`config.mk`:
```
export PLATFORM = sky130hd
export DESIGN_NAME = code_lock_prog
export DESIGN_NICKNAME = d
export VERILOG_FILES = /design/src/rtl/code_lock_pkg.sv /design/src/rtl/code_lock_entry.sv /design/src/rtl/code_lock_prog.sv
export SDC_FILE = /design/constraint.sdc
export NUM_CORES = 1
export LEC_CHECK = 0
export ABC_AREA = 1
export CAP_MARGIN = 10
export CORE_MARGIN = 2
export CORE_UTILIZATION = 60
export DETAILED_ROUTE_END_ITERATION = 6
export PLACE_DENSITY = 0.91
export SLEW_MARGIN = 40
export SYNTH_ARGS = -nofsm -noshare
export SYNTH_HDL_FRONTEND = slang
export SYNTH_SLANG_ARGS = --single-unit
```
`constraint.sdc`:
```
create_clock -name clk -period 4.1 [get_ports clk]
set_input_delay 0.82 -clock clk [delete_from_list [all_inputs] [get_ports clk]]
set_output_delay 0.82 -clock clk [all_outputs]
set_load 0.1 [all_outputs]
```
`src/rtl/code_lock_pkg.sv`:
```
// Shared types and constants for the programmable code lock.
package code_lock_pkg;

    typedef enum logic [1:0] {
        LOCKED   = 2'd0,
        UNLOCKED = 2'd1,
        PROG     = 2'd2,
        LOCKOUT  = 2'd3
    } state_t;

    localparam int unsigned LEVEL_W   = 2;
    localparam int unsigned MAX_SHIFT = 3;

    function automatic int unsigned clog2_min1(input int unsigned v);
        return (v > 1) ? $clog2(v) : 1;
    endfunction

endpackage

```
`src/rtl/code_lock_entry.sv`:
```
// Digit shift buffer and index counter; done strobes with the full code on the CODE_LEN-th digit.
module code_lock_entry
    import code_lock_pkg::*;
#(
    parameter int unsigned CODE_LEN = 4,
    parameter int unsigned DIGIT_W  = 4
) (
    input  logic                        clk,
    input  logic                        rst,
    input  logic                        clear_i,
    input  logic                        valid_i,
    input  logic [DIGIT_W-1:0]          digit_i,
    output logic                        done_o,
    output logic [CODE_LEN*DIGIT_W-1:0] code_o
);

    localparam int unsigned CW    = CODE_LEN * DIGIT_W;
    localparam int unsigned IDX_W = clog2_min1(CODE_LEN);

    logic [CW-1:0]    buf_q, buf_d, shifted;
    logic [IDX_W-1:0] idx_q, idx_d;
    logic             last;

    always_comb begin
        // Oldest digit drops off the top, so the first digit ends up in the MSBs.
        shifted = CW'({buf_q, digit_i});
        last    = (idx_q == IDX_W'(CODE_LEN - 1));
        done_o  = valid_i && !clear_i && last;
        code_o  = shifted;
        buf_d   = buf_q;
        idx_d   = idx_q;
        if (clear_i) begin
            buf_d = '0;
            idx_d = '0;
        end else if (valid_i) begin
            buf_d = shifted;
            idx_d = last ? '0 : idx_q + 1'b1;
        end
    end

    always_ff @(posedge clk or posedge rst) begin
        if (rst) begin
            buf_q <= '0;
            idx_q <= '0;
        end else begin
            buf_q <= buf_d;
            idx_q <= idx_d;
        end
    end

endmodule

```
`src/rtl/code_lock_prog.sv`:
```
// Programmable keypad code lock with lockout and optional auto-relock.
// Optional escalating lockout enabled by defining CODE_LOCK_ESCALATE_EN.
module code_lock_prog
    import code_lock_pkg::*;
#(
    parameter int unsigned CODE_LEN           = 4,
    parameter int unsigned DIGIT_W            = 4,
    parameter logic [CODE_LEN*DIGIT_W-1:0] DEFAULT_CODE = 16'h1234,
    parameter int unsigned MAX_ATTEMPTS       = 3,
    parameter int unsigned LOCKOUT_CYCLES     = 1000,
    parameter int unsigned AUTO_RELOCK_CYCLES = 0
) (
    input  logic                                clk,
    input  logic                                rst,
    input  logic [DIGIT_W-1:0]                  digit,
    input  logic                                valid,
    input  logic                                relock,
    input  logic                                prog_start,
    output logic                                unlocked,
    output logic                                prog_mode,
    output logic                                wrong_try_pulse,
    output logic                                prog_done_pulse,
    output logic                                lockout,
    output logic [$clog2(MAX_ATTEMPTS+1)-1:0]   fail_count
);

    localparam int unsigned CW       = CODE_LEN * DIGIT_W;
    localparam int unsigned FC_W     = $clog2(MAX_ATTEMPTS + 1);
    localparam int unsigned LOCK_MAX = LOCKOUT_CYCLES << MAX_SHIFT;
    localparam int unsigned TMR_MAX  = (LOCK_MAX > AUTO_RELOCK_CYCLES) ? LOCK_MAX : AUTO_RELOCK_CYCLES;
    localparam int unsigned TMR_W    = clog2_min1(TMR_MAX + 1);

    state_t            state_q, state_d;
    logic [CW-1:0]     code_q, code_d;
    logic [FC_W-1:0]   fail_q, fail_d;
    logic [TMR_W-1:0]  tmr_q, tmr_d, lock_len;
    logic              wrong_q, wrong_d;
    logic              pdone_q, pdone_d;
    logic              unl_q, pm_q, lo_q;
    logic              entry_active, entry_valid, entry_clear, entry_done;
    logic [CW-1:0]     entry_code;
`ifdef CODE_LOCK_ESCALATE_EN
    logic [LEVEL_W-1:0] level_q, level_d;
`endif

    assign entry_active = (state_q == LOCKED) || (state_q == PROG);
    assign entry_valid  = valid && !relock && entry_active;
    assign entry_clear  = relock || !entry_active;

    code_lock_entry #(
        .CODE_LEN (CODE_LEN),
        .DIGIT_W  (DIGIT_W)
    ) u_entry (
        .clk     (clk),
        .rst     (rst),
        .clear_i (entry_clear),
        .valid_i (entry_valid),
        .digit_i (digit),
        .done_o  (entry_done),
        .code_o  (entry_code)
    );

    always_comb begin
        state_d = state_q;
        code_d  = code_q;
        fail_d  = fail_q;
        tmr_d   = tmr_q;
        wrong_d = 1'b0;
        pdone_d = 1'b0;
`ifdef CODE_LOCK_ESCALATE_EN
        level_d  = level_q;
        lock_len = TMR_W'(LOCKOUT_CYCLES) << level_q;
`else
        lock_len = TMR_W'(LOCKOUT_CYCLES);
`endif
        // Timers load length-1 on entry and leave the state on the cycle they read zero.
        case (state_q)
            LOCKED: begin
                if (entry_done) begin
                    if (entry_code == code_q) begin
                        state_d = UNLOCKED;
                        fail_d  = '0;
                        tmr_d   = TMR_W'(AUTO_RELOCK_CYCLES - 1);
`ifdef CODE_LOCK_ESCALATE_EN
                        level_d = '0;
`endif
                    end else begin
                        wrong_d = 1'b1;
                        fail_d  = fail_q + 1'b1;
                        if (fail_q == FC_W'(MAX_ATTEMPTS - 1)) begin
                            state_d = LOCKOUT;
                            tmr_d   = lock_len - 1'b1;
`ifdef CODE_LOCK_ESCALATE_EN
                            if (level_q != LEVEL_W'(MAX_SHIFT))
                                level_d = level_q + 1'b1;
`endif
                        end
                    end
                end
            end
            UNLOCKED: begin
                if (relock) begin
                    state_d = LOCKED;
                end else if (AUTO_RELOCK_CYCLES != 0 && tmr_q == '0) begin
                    state_d = LOCKED;
                end else if (prog_start) begin
                    state_d = PROG;
                end else if (AUTO_RELOCK_CYCLES != 0) begin
                    tmr_d = tmr_q - 1'b1;
                end
            end
            PROG: begin
                if (relock) begin
                    state_d = LOCKED;
                end else if (entry_done) begin
                    code_d  = entry_code;
                    pdone_d = 1'b1;
                    state_d = UNLOCKED;
                    tmr_d   = TMR_W'(AUTO_RELOCK_CYCLES - 1);
                end
            end
            LOCKOUT: begin
                if (tmr_q == '0) begin
                    state_d = LOCKED;
                    fail_d  = '0;
                end else begin
                    tmr_d = tmr_q - 1'b1;
                end
            end
            default: state_d = LOCKED;
        endcase
    end

    always_ff @(posedge clk or posedge rst) begin
        if (rst) begin
            state_q <= LOCKED;
            code_q  <= DEFAULT_CODE;
            fail_q  <= '0;
            tmr_q   <= '0;
            wrong_q <= 1'b0;
            pdone_q <= 1'b0;
            unl_q   <= 1'b0;
            pm_q    <= 1'b0;
            lo_q    <= 1'b0;
`ifdef CODE_LOCK_ESCALATE_EN
            level_q <= '0;
`endif
        end else begin
            state_q <= state_d;
            code_q  <= code_d;
            fail_q  <= fail_d;
            tmr_q   <= tmr_d;
            wrong_q <= wrong_d;
            pdone_q <= pdone_d;
            unl_q   <= (state_d == UNLOCKED) || (state_d == PROG);
            pm_q    <= (state_d == PROG);
            lo_q    <= (state_d == LOCKOUT);
`ifdef CODE_LOCK_ESCALATE_EN
            level_q <= level_d;
`endif
        end
    end

    assign unlocked        = unl_q;
    assign prog_mode       = pm_q;
    assign wrong_try_pulse = wrong_q;
    assign prog_done_pulse = pdone_q;
    assign lockout         = lo_q;
    assign fail_count      = fail_q;

endmodule

```
==> metrics.txt, run 1 <==
crit path max-delay cell type=clkdlybuf4s50_1; share of cells above drive strength 1=9.90%; pwr dens=441 nW/um2; CP Cell Sequence=clkdlybuf4s50_1 -> nor2_4 -> nand2_2 -> nor2_4 -> o21ai_0 -> nand2_1 -> nand2_1 -> inv_1 -> nand2_1 -> ha_1 -> inv_1; DR vias/cell=5.41; hold slack=0.515 ns; most common cell after layout, fill and taps aside=nand2_1; largest net degree at the start of global routing=53; Post-synth EDFFs=0; crit path from=relock; Final ANT Viol Nets=0; DR DRC count=0; Mapped Cells=368; DIE HEIGHT=72.0 um; RSZ-0062 raised after global routing=no; min-delay worst type=register to register; worst skew pair latency=0.30 ns; Synth warnings=0; crit path time final=2.45 ns; count of final setup violators=0; Area growth, synth to finish=9.07%; DR iter-0 viols=192; peak per-stage delay on the critical path=0.48 ns; Netlist Area Pre-Place=2770 um2; FF-to-FF End=unlocked; crit path DAT=2.66 ns; r2r setup slk=2.02 ns; root buffer cell=clkbuf_8; Total GRT Usage=24.3%; Crit Path Category=input pin to register; post-route cell area=3020 um2; vias in the first global route=2295; final hold viol count=0; fill count=319; Max Buffers Root-to-Sink=2; Critical Path RT=4.30 ns; Critical Path Sink Type=register; fmax=408 MHz; Seq/Total Area, Yosys=47.2%; number of hold buffers added after cts=0; FF-to-FF Start=state_q[0]; diodes inserted=0; Reg2Reg Depth=10; I/O Buffers=15; WP buf/inv=3; number of buffers created by CTS=5; # Post-CTS Setup Buffers=0; top_reg_cell synth=dfrtp_1; Top delay family on crit path=simple AND/OR/NAND/NOR gates; Leak=0.00155 uW; die area=5180 um2; core area=4410 um2; drt wl/cell=13.0 um; Async SR Flop Fraction=100%; RePlAce Congestion=0.876; grt ovf=0; post-CTS sizing=0; clock skew=0.0101 ns; hold depth=2; Crit path top cell by count=nand2_1; Startpoint Class=input pin; VDD IR-drop max=0.367 mV; Pre-Repair DR Iteration Count=5; fin. max-slew vios=0; register bit count reported by yosys=52; Worst slew margin=58.5%; Reg clk slew, reported paths=0.09 ns; drt total wl=5.68 mm; Worst-Margin Slew=0.623 ns; starting density of the core=62.8%; Worst Path Max Fanout=17; hold_sp=code_q[10]; Tcrit/Tclk final=59.8%; setup TNS=0 ns; Syn Nets=382; H-tree levels=2; hold endpoint=code_q[10]; nets=397; most frequent cells in the layout=nand2_1 (129), inv_1 (55), dfrtp_1 (47), nand3_1 (28), nor2_1 (25); count of cell types in the netlist=25; routed via count=2358; global-route wire length before repair=9.85 mm; initial antenna violation count=0; mean post-synth cell area=7.53 um2; Die X-Extent=72.0 um; Clock Sinks=52; CTS tree=yes; Placement Cell Area=2920 um2; num ports=16; Row Count=24; status=finished clean; DPL Wire Length=3.79 mm; number of max-cap violations=0
cell families after synthesis:
logic type / Yosys count / synth area share [%]
flip-flops: 52 / 47.2
AND/OR/NAND/NOR: 200 / 30.8
buffers and inverters: 65 / 9.39
adder cells (fa/ha/maj): 5 / 2.26
AO/OA/AOI/OAI: 39 / 8.17
XOR/XNOR: 7 / 2.21
sequential cells by signal (all words and copies together), names as in the netlist:
name             flops
prog_mode            1
state_q              2
tmr_q               13
u_entry.buf_q       12
u_entry.idx_q        2
lockout              1
unlocked             1
prog_done_pulse      1
code_q              16
fail_count           2
wrong_try_pulse      1
area by class of cell:
| class | count | area (um2) | area share, % |
|---|---|---|---|
| flip-flops and latches | 52 | 1310 | 43.3 |
| clock buffers | 6 | 72.6 | 2.40 |
| clock inverters | 2 | 35.0 | 1.16 |
| inverters | 57 | 216 | 7.16 |
| repair buffers | 16 | 123 | 4.06 |
| well taps | 52 | 65.1 | 2.15 |
| multi-input cells | 251 | 1200 | 39.8 |
power by group:
part | switching, uW | leakage (uW) | internal, uW | total, uW
registers | 82.6 | 0.000674 | 582 | 665
clock network | 166 | 0.0000552 | 181 | 347
logic | 211 | 0.000821 | 111 | 322
total | 460 | 0.00155 | 875 | 1330
stage by stage:
step	instances	total power (uW)	utilization, %	setup WS (ns)
2_1_floorplan	368	908	-	2.00
3_3_place_gp	428	971	66.8	1.44
3_5_place_dp	428	983	66.0	1.36
4_1_cts	436	1330	68.5	1.67
5_1_grt	436	1400	68.5	1.47
6_report	436	1330	68.5	1.65
cell usage after synthesis, types with 3 or more instances:
cell type | number | share of area, %
nor2_1 | 25 | 3.4
o22ai_1 | 12 | 2.7
xnor2_1 | 3 | 0.95
nor2_4 | 3 | 1.2
nand2_1 | 129 | 17
inv_1 | 56 | 7.6
xor2_1 | 4 | 1.3
nand2_2 | 10 | 2.3
o21ai_0 | 20 | 3.6
nand3_1 | 28 | 5.1
dfrtp_1 | 47 | 42
ha_1 | 5 | 2.3
clkbuf_1 | 6 | 0.81
dfstp_2 | 5 | 4.7
a21oi_1 | 3 | 0.54
worst reg2reg max path, stage by stage, from the launching register on:
cell and delay, ns:
dfrtp_1 0.59, nor2_4 0.24, nand2_2 0.26, nor2_4 0.22, o21ai_0 0.11, nand2_1 0.07, nand2_1 0.05, inv_1 0.08
nand2_1 0.06, ha_1 0.27, inv_1 0.03
routing by layer:
metal / GRT usage, % / up-vias / share of wire (%)
met4: 7.97 / 0 / 1.1
met5: 0 / - / 0
met2: 41.3 / 89 / 49
li1: - / 1168 / -
met1: 31.8 / 1091 / 44
met3: 4.31 / 10 / 5.9
worst max-delay path by stage:
stage | endpoint | slack, ns | cells after the start
after floorplan | unlocked | 2.00 | 7
after global routing | tmr_q[9] | 1.47 | 8
after detailed placement | unlocked | 1.36 | 11
final | unlocked | 1.65 | 11
after CTS | unlocked | 1.67 | 11
after global placement | unlocked | 1.44 | 11
No activity file was read; power rests on OpenSTA's default activity.
==> run 2: changes to the inputs <==
Settings changed: CORE_UTILIZATION 60 to 59, PLACE_DENSITY 0.91 to 0.9.
Clock period 4.1 ns to 2.28 ns, I/O delays scaled along.
==> run 2 against run 1 <==
Net effect:
- first-iteration DRC count rose by 22%
- sequential power rose by 79%
- global-route usage rose by 0.67 points
- via count rose by 0.42%
- total power rose by 74%
- clock skew fell by 0.0034 ns
- highest routed layer unchanged
- non-clock buffer count rose by 4
- flip-flop and latch count did not move
- cell count rose by 0.92%
- final area rose by 1.4%
- largest power group unchanged
- sequential share of layout area fell by 0.62 points
- count of clock-buffer cells in the layout rose by 1
==> metrics.txt, run 2 (synthesis results as in run 1) <==
status=finished clean; Top delay family on crit path=flip-flops; FF+latch area=1310 um2; DR vias/cell=5.38; nets=401; share of cells above drive strength 1=10.8%; Crit path top cell by count=inv_1; WP buf/inv=4; most common cell after layout, fill and taps aside=nand2_1; Max Buffers Root-to-Sink=2; global-route wire length before repair=10.3 mm; min-delay worst type=input pin to async pin; Cell Int Power=1510 uW; Placed Instances=432; die area=5260 um2; largest net degree at the start of global routing=53; Critical Path Sink Type=register; Startpoint Class=register; grt ovf=0; Area growth, synth to finish=10.7%; post-CTS sizing=0; RSZ-0062 raised after global routing=no; H-tree levels=2; DR DRC count=0; number of hold buffers added after cts=0; crit path max-delay cell type=dfrtp_1; pwr dens=755 nW/um2; Tcrit/Tclk final=87.9%; fill count=357; peak per-stage delay on the critical path=0.61 ns; crit path time final=2.00 ns; VDD IR-drop max=0.752 mV; Setup WS pre-CTS=0.0355 ns; drt wl/cell=12.9 um; worst setup margin=0.276 ns; vias in the first global route=2335; core area=4440 um2; root buffer cell=clkbuf_8; fin. max-slew vios=0; Detail Route met3 WL=314 um; Pre-Repair DR Iteration Count=5; setup TNS=0 ns; met2 routed WL=2.69 mm; Leak=0.00156 uW; fmax=499 MHz; Final ANT Viol Nets=0; count of final setup violators=0; CP Cell Sequence=inv_1 -> nor2_1 -> inv_1 -> o21ai_0 -> nand2_1 -> nand2_1 -> inv_1 -> nand2_1 -> ha_1 -> inv_1; post-route insts no fill=440; Regs by FF count=code_q (16), tmr_q (13), u_entry.buf_q (12); Reg with most FFs=code_q; clock skew=0.00668 ns; initial antenna violation count=0; number of max-cap violations=0; Crit Path Category=register to register; Worst-Margin Slew=0.563 ns; I/O Buffers=15; area of the multi-input gates=1200 um2; DIE HEIGHT=72.5 um; diodes inserted=0; Clock Sinks=52; starting density of the core=62.4%; P_sw=809 uW; number of buffers created by CTS=5; routed via count=2368; Logic pwr share=25.0%; CTS tree=yes; num ports=16; Reg clk slew, reported paths=0.09 ns; drt total wl=5.67 mm; Worst slew margin=62.5%; DR iter-0 viols=234; RePlAce Congestion=0.909; # Post-CTS Setup Buffers=0; Top Metal Used=met4; clock share of power=23.6%; crit path DAT=2.26 ns; max reg flops=16; Die X-Extent=72.5 um; Worst Path Max Fanout=12; Total GRT Usage=24.9%; met1 WL=2.55 mm; final hold viol count=0; Reg power frac=51.4%; most frequent cells in the layout=nand2_1 (129), inv_1 (55), dfrtp_1 (47), nand3_1 (28), nor2_1 (25); Row Count=24; switching share of power=34.9%; Critical Path RT=2.53 ns; DPL Wire Length=3.89 mm; worst skew pair latency=0.31 ns
==> run 2: cell types whose count changed in the layout (fill, tap and decap cells not counted), sizes merged <==
cell      change
bufinv        -1
clkinv        -1
clkinvlp      +1
buf           +4
clkbuf        +1
==> run 2: worst paths after layout <==
| path | endpoint | start | slack, ns | cells after the start |
|---|---|---|---|---|
| setup / recovery | unlocked | state_q[1] | 0.28 | 10 |
| hold / removal | tmr_q[9] | rst | 0.49 | 3 |
| setup reg to reg | unlocked | state_q[1] | 0.28 | 10 |
| hold reg to reg | code_q[12] | code_q[12] | 0.50 | 2 |
| max in group asynchronous | code_q[12] | rst | 1.48 | 3 |
| min in group clk | code_q[12] | code_q[12] | 0.50 | 2 |
==> run 2: area by class of cell <==
type,count,share of cell area [%]
flip-flops and latches,52,42.6
multi-input cells,251,39.2
inverters,57,6.98
repair buffers,20,5.96
clock buffers,7,2.82
well taps,52,2.12
clock inverters,1,0.245
==> run 2: layer usage <==
layer,track usage [%],vias up
li1,-,1175
met5,0,-
met4,7.82,0
met1,33.7,1107
met3,4.86,14
met2,40.8,72
==> run 2: tightest hold or removal path, cell delays in order <==
cell and delay (ns):
clkdlybuf4s50_1 0.41, inv_2 0.07, buf_12 0.24
==> run 2: power by group through the flow <==
stage | Sequential (uW) | Combinational (uW) | Clock (uW)
after CTS | 1190 | 580 | 556
final | 1190 | 579 | 547
after global placement | 1200 | 553 | 0
after detailed placement | 1200 | 574 | 0
after global routing | 1210 | 674 | 589
after floorplan | 1250 | 385 | 0
==> run 2: metrics by stage <==
stage          instance area [um2]  util, %  total power, uW  hold slack [ns]
5_1_grt                       3070     69.0             2470            0.539
3_5_place_dp                  2970     66.9             1780            0.493
4_1_cts                       3070     69.0             2320            0.507
2_1_floorplan                 2770        -             1630            0.462
6_report                      3070     69.0             2320            0.486
3_3_place_gp                  2970     66.9             1750            0.481
==> run 3: changes to the inputs <==
Settings changed: CORE_MARGIN 2 to unset, CTS_BUF_LIST set to sky130_fd_sc_hd__clkbuf_16.
==> run 3 against run 2 <==
Net effect:
- clock skew shrank 0.0036 ns
- via count grew 2.3%
- critical endpoint unchanged
- largest cell class unchanged
- wire length grew 7.6%
- setup slack lost 0.0048 ns
- die area shrank 5.4%
- sequential share of layout area shrank 0.94 points
- critical path depth grew 2
- final area grew 2.2%
==> metrics.txt, run 3 (synthesis results as in run 1) <==
largest net degree at the start of global routing=53; Worst-Margin Slew=0.543 ns; crit path time final=2.01 ns; worst setup margin=0.272 ns; Die X-Extent=70.5 um; DR vias/cell=5.51; routing usage on met2=44.8%; CTS tree=yes; drt total wl=6.10 mm; Worst Path Max Fanout=4; Crit Path Category=input pin to register; count of final setup violators=0; Startpoint Class=input pin; number of hold buffers added after cts=0; most common cell after layout, fill and taps aside=nand2_1; worst skew pair latency=0.29 ns; Placed Instances=432; Pre-Repair DR Iteration Count=5; share of cells above drive strength 1=10.6%; drt wl/cell=13.9 um; Clock Sinks=52; nets=401; starting density of the core=62.4%; initial antenna violation count=0; num ports=16; Worst slew margin=63.8%; global-route wire length before repair=10.6 mm; Leak=0.00160 uW; Total GRT Usage=27.2%; I/O Buffers=15; Setup WS pre-CTS=0.0213 ns; Most Crowded Layer GR=met2; vias in the first global route=2321; Critical Path RT=2.47 ns; met3 usage=4.84%; Critical Path Sink Type=register; root buffer cell=clkbuf_16; Area growth, synth to finish=13.1%; RePlAce Congestion=0.849; DIE HEIGHT=70.5 um; RSZ-0062 raised after global routing=no; post-route insts no fill=440; Row Count=24; hold slack=0.499 ns; H-tree levels=2; post-CTS sizing=0; Final ANT Viol Nets=0; DR DRC count=0; number of max-cap violations=0; Top delay family on crit path=simple AND/OR/NAND/NOR gates; DR iter-0 viols=169; crit path DAT=2.20 ns; fin. max-slew vios=0; max reg flops=16; min-delay worst type=register to register; Crit path top cell by count=nand2_1; setup TNS=0 ns; final hold viol count=0; DPL Wire Length=3.98 mm; pwr dens=837 nW/um2; core area=4440 um2; # Post-CTS Setup Buffers=0; crit path max-delay cell type=clkdlybuf4s50_1; routed via count=2423; WP buf/inv=3; grt ovf=0; status=finished clean; Max Buffers Root-to-Sink=2; met1 usage=35.9%; number of buffers created by CTS=5; VDD IR-drop max=0.743 mV; Reg clk slew, reported paths=0.07 ns; die area=4980 um2; Reg with most FFs=code_q; diodes inserted=0; clock skew=0.00312 ns; fmax=498 MHz; most frequent cells in the layout=nand2_1 (129), inv_1 (55), dfrtp_1 (47), nand3_1 (28), nor2_1 (25); peak per-stage delay on the critical path=0.49 ns; CP Cell Sequence=clkdlybuf4s50_1 -> inv_1 -> nand2_1 -> nand2_1 -> nor2_1 -> nand2_1 -> nor2_1 -> nand2_1 -> nand2_2 -> nand2_1 -> ha_1 -> inv_1; Regs by FF count=code_q (16), tmr_q (13), u_entry.buf_q (12); Tcrit/Tclk final=88.1%
## run 3: path summary, 6_finish.rpt
kind                                  from  cells past startpoint    endpoint  slack, ns
worst max-delay path              digit[2]                     12    unlocked       0.27
worst min-delay path            code_q[12]                      2  code_q[12]       0.50
worst max register to register  state_q[1]                     10    unlocked       0.39
worst min register to register  code_q[12]                      2  code_q[12]       0.50
max in group asynchronous              rst                      3   code_q[2]       1.47
min in group asynchronous              rst                      3  code_q[14]       0.53
## run 3: through the flow
stage / total power (uW) / util (%) / area (um2)
final: 2630 / 70.6 / 3140
after detailed placement: 1780 / 66.9 / 2970
after global placement: 1750 / 66.9 / 2970
after floorplan: 1630 / - / 2770
after global routing: 2730 / 70.6 / 3140
after CTS: 2620 / 70.6 / 3140
## run 3: per-layer routing
| metal | vias to the layer above | wire length [um] |
|---|---|---|
| li1 | 1180 | - |
| met1 | 1120 | 2630 |
| met2 | 105 | 2940 |
| met3 | 18 | 374 |
| met4 | 0 | 155 |
| met5 | - | 0 |
## run 3: layout make-up
type,count,area [um2]
multi-input combinational,251,1200
tap,52,65.1
clock inverter,3,37.5
timing repair buffer,20,183
inverter,57,214
fill,325,1310
clock buffer,5,125
sequential,52,1310
## run 3: worst reg2reg max path, delay by kind of cell, from the launching register on
family                     cells  cell delay, ns
buffers and inverters          4            0.39
adders and majority gates      1            0.22
DFF                            1            0.59
AOI/OAI and AO/OA              1            0.18
and+or+nand+nor                4            0.46
## run 3: where the power goes
part / internal (uW) / switching (uW) / total (uW)
registers: 1050 / 143 / 1190
logic: 213 / 388 / 601
clock network: 510 / 322 / 833
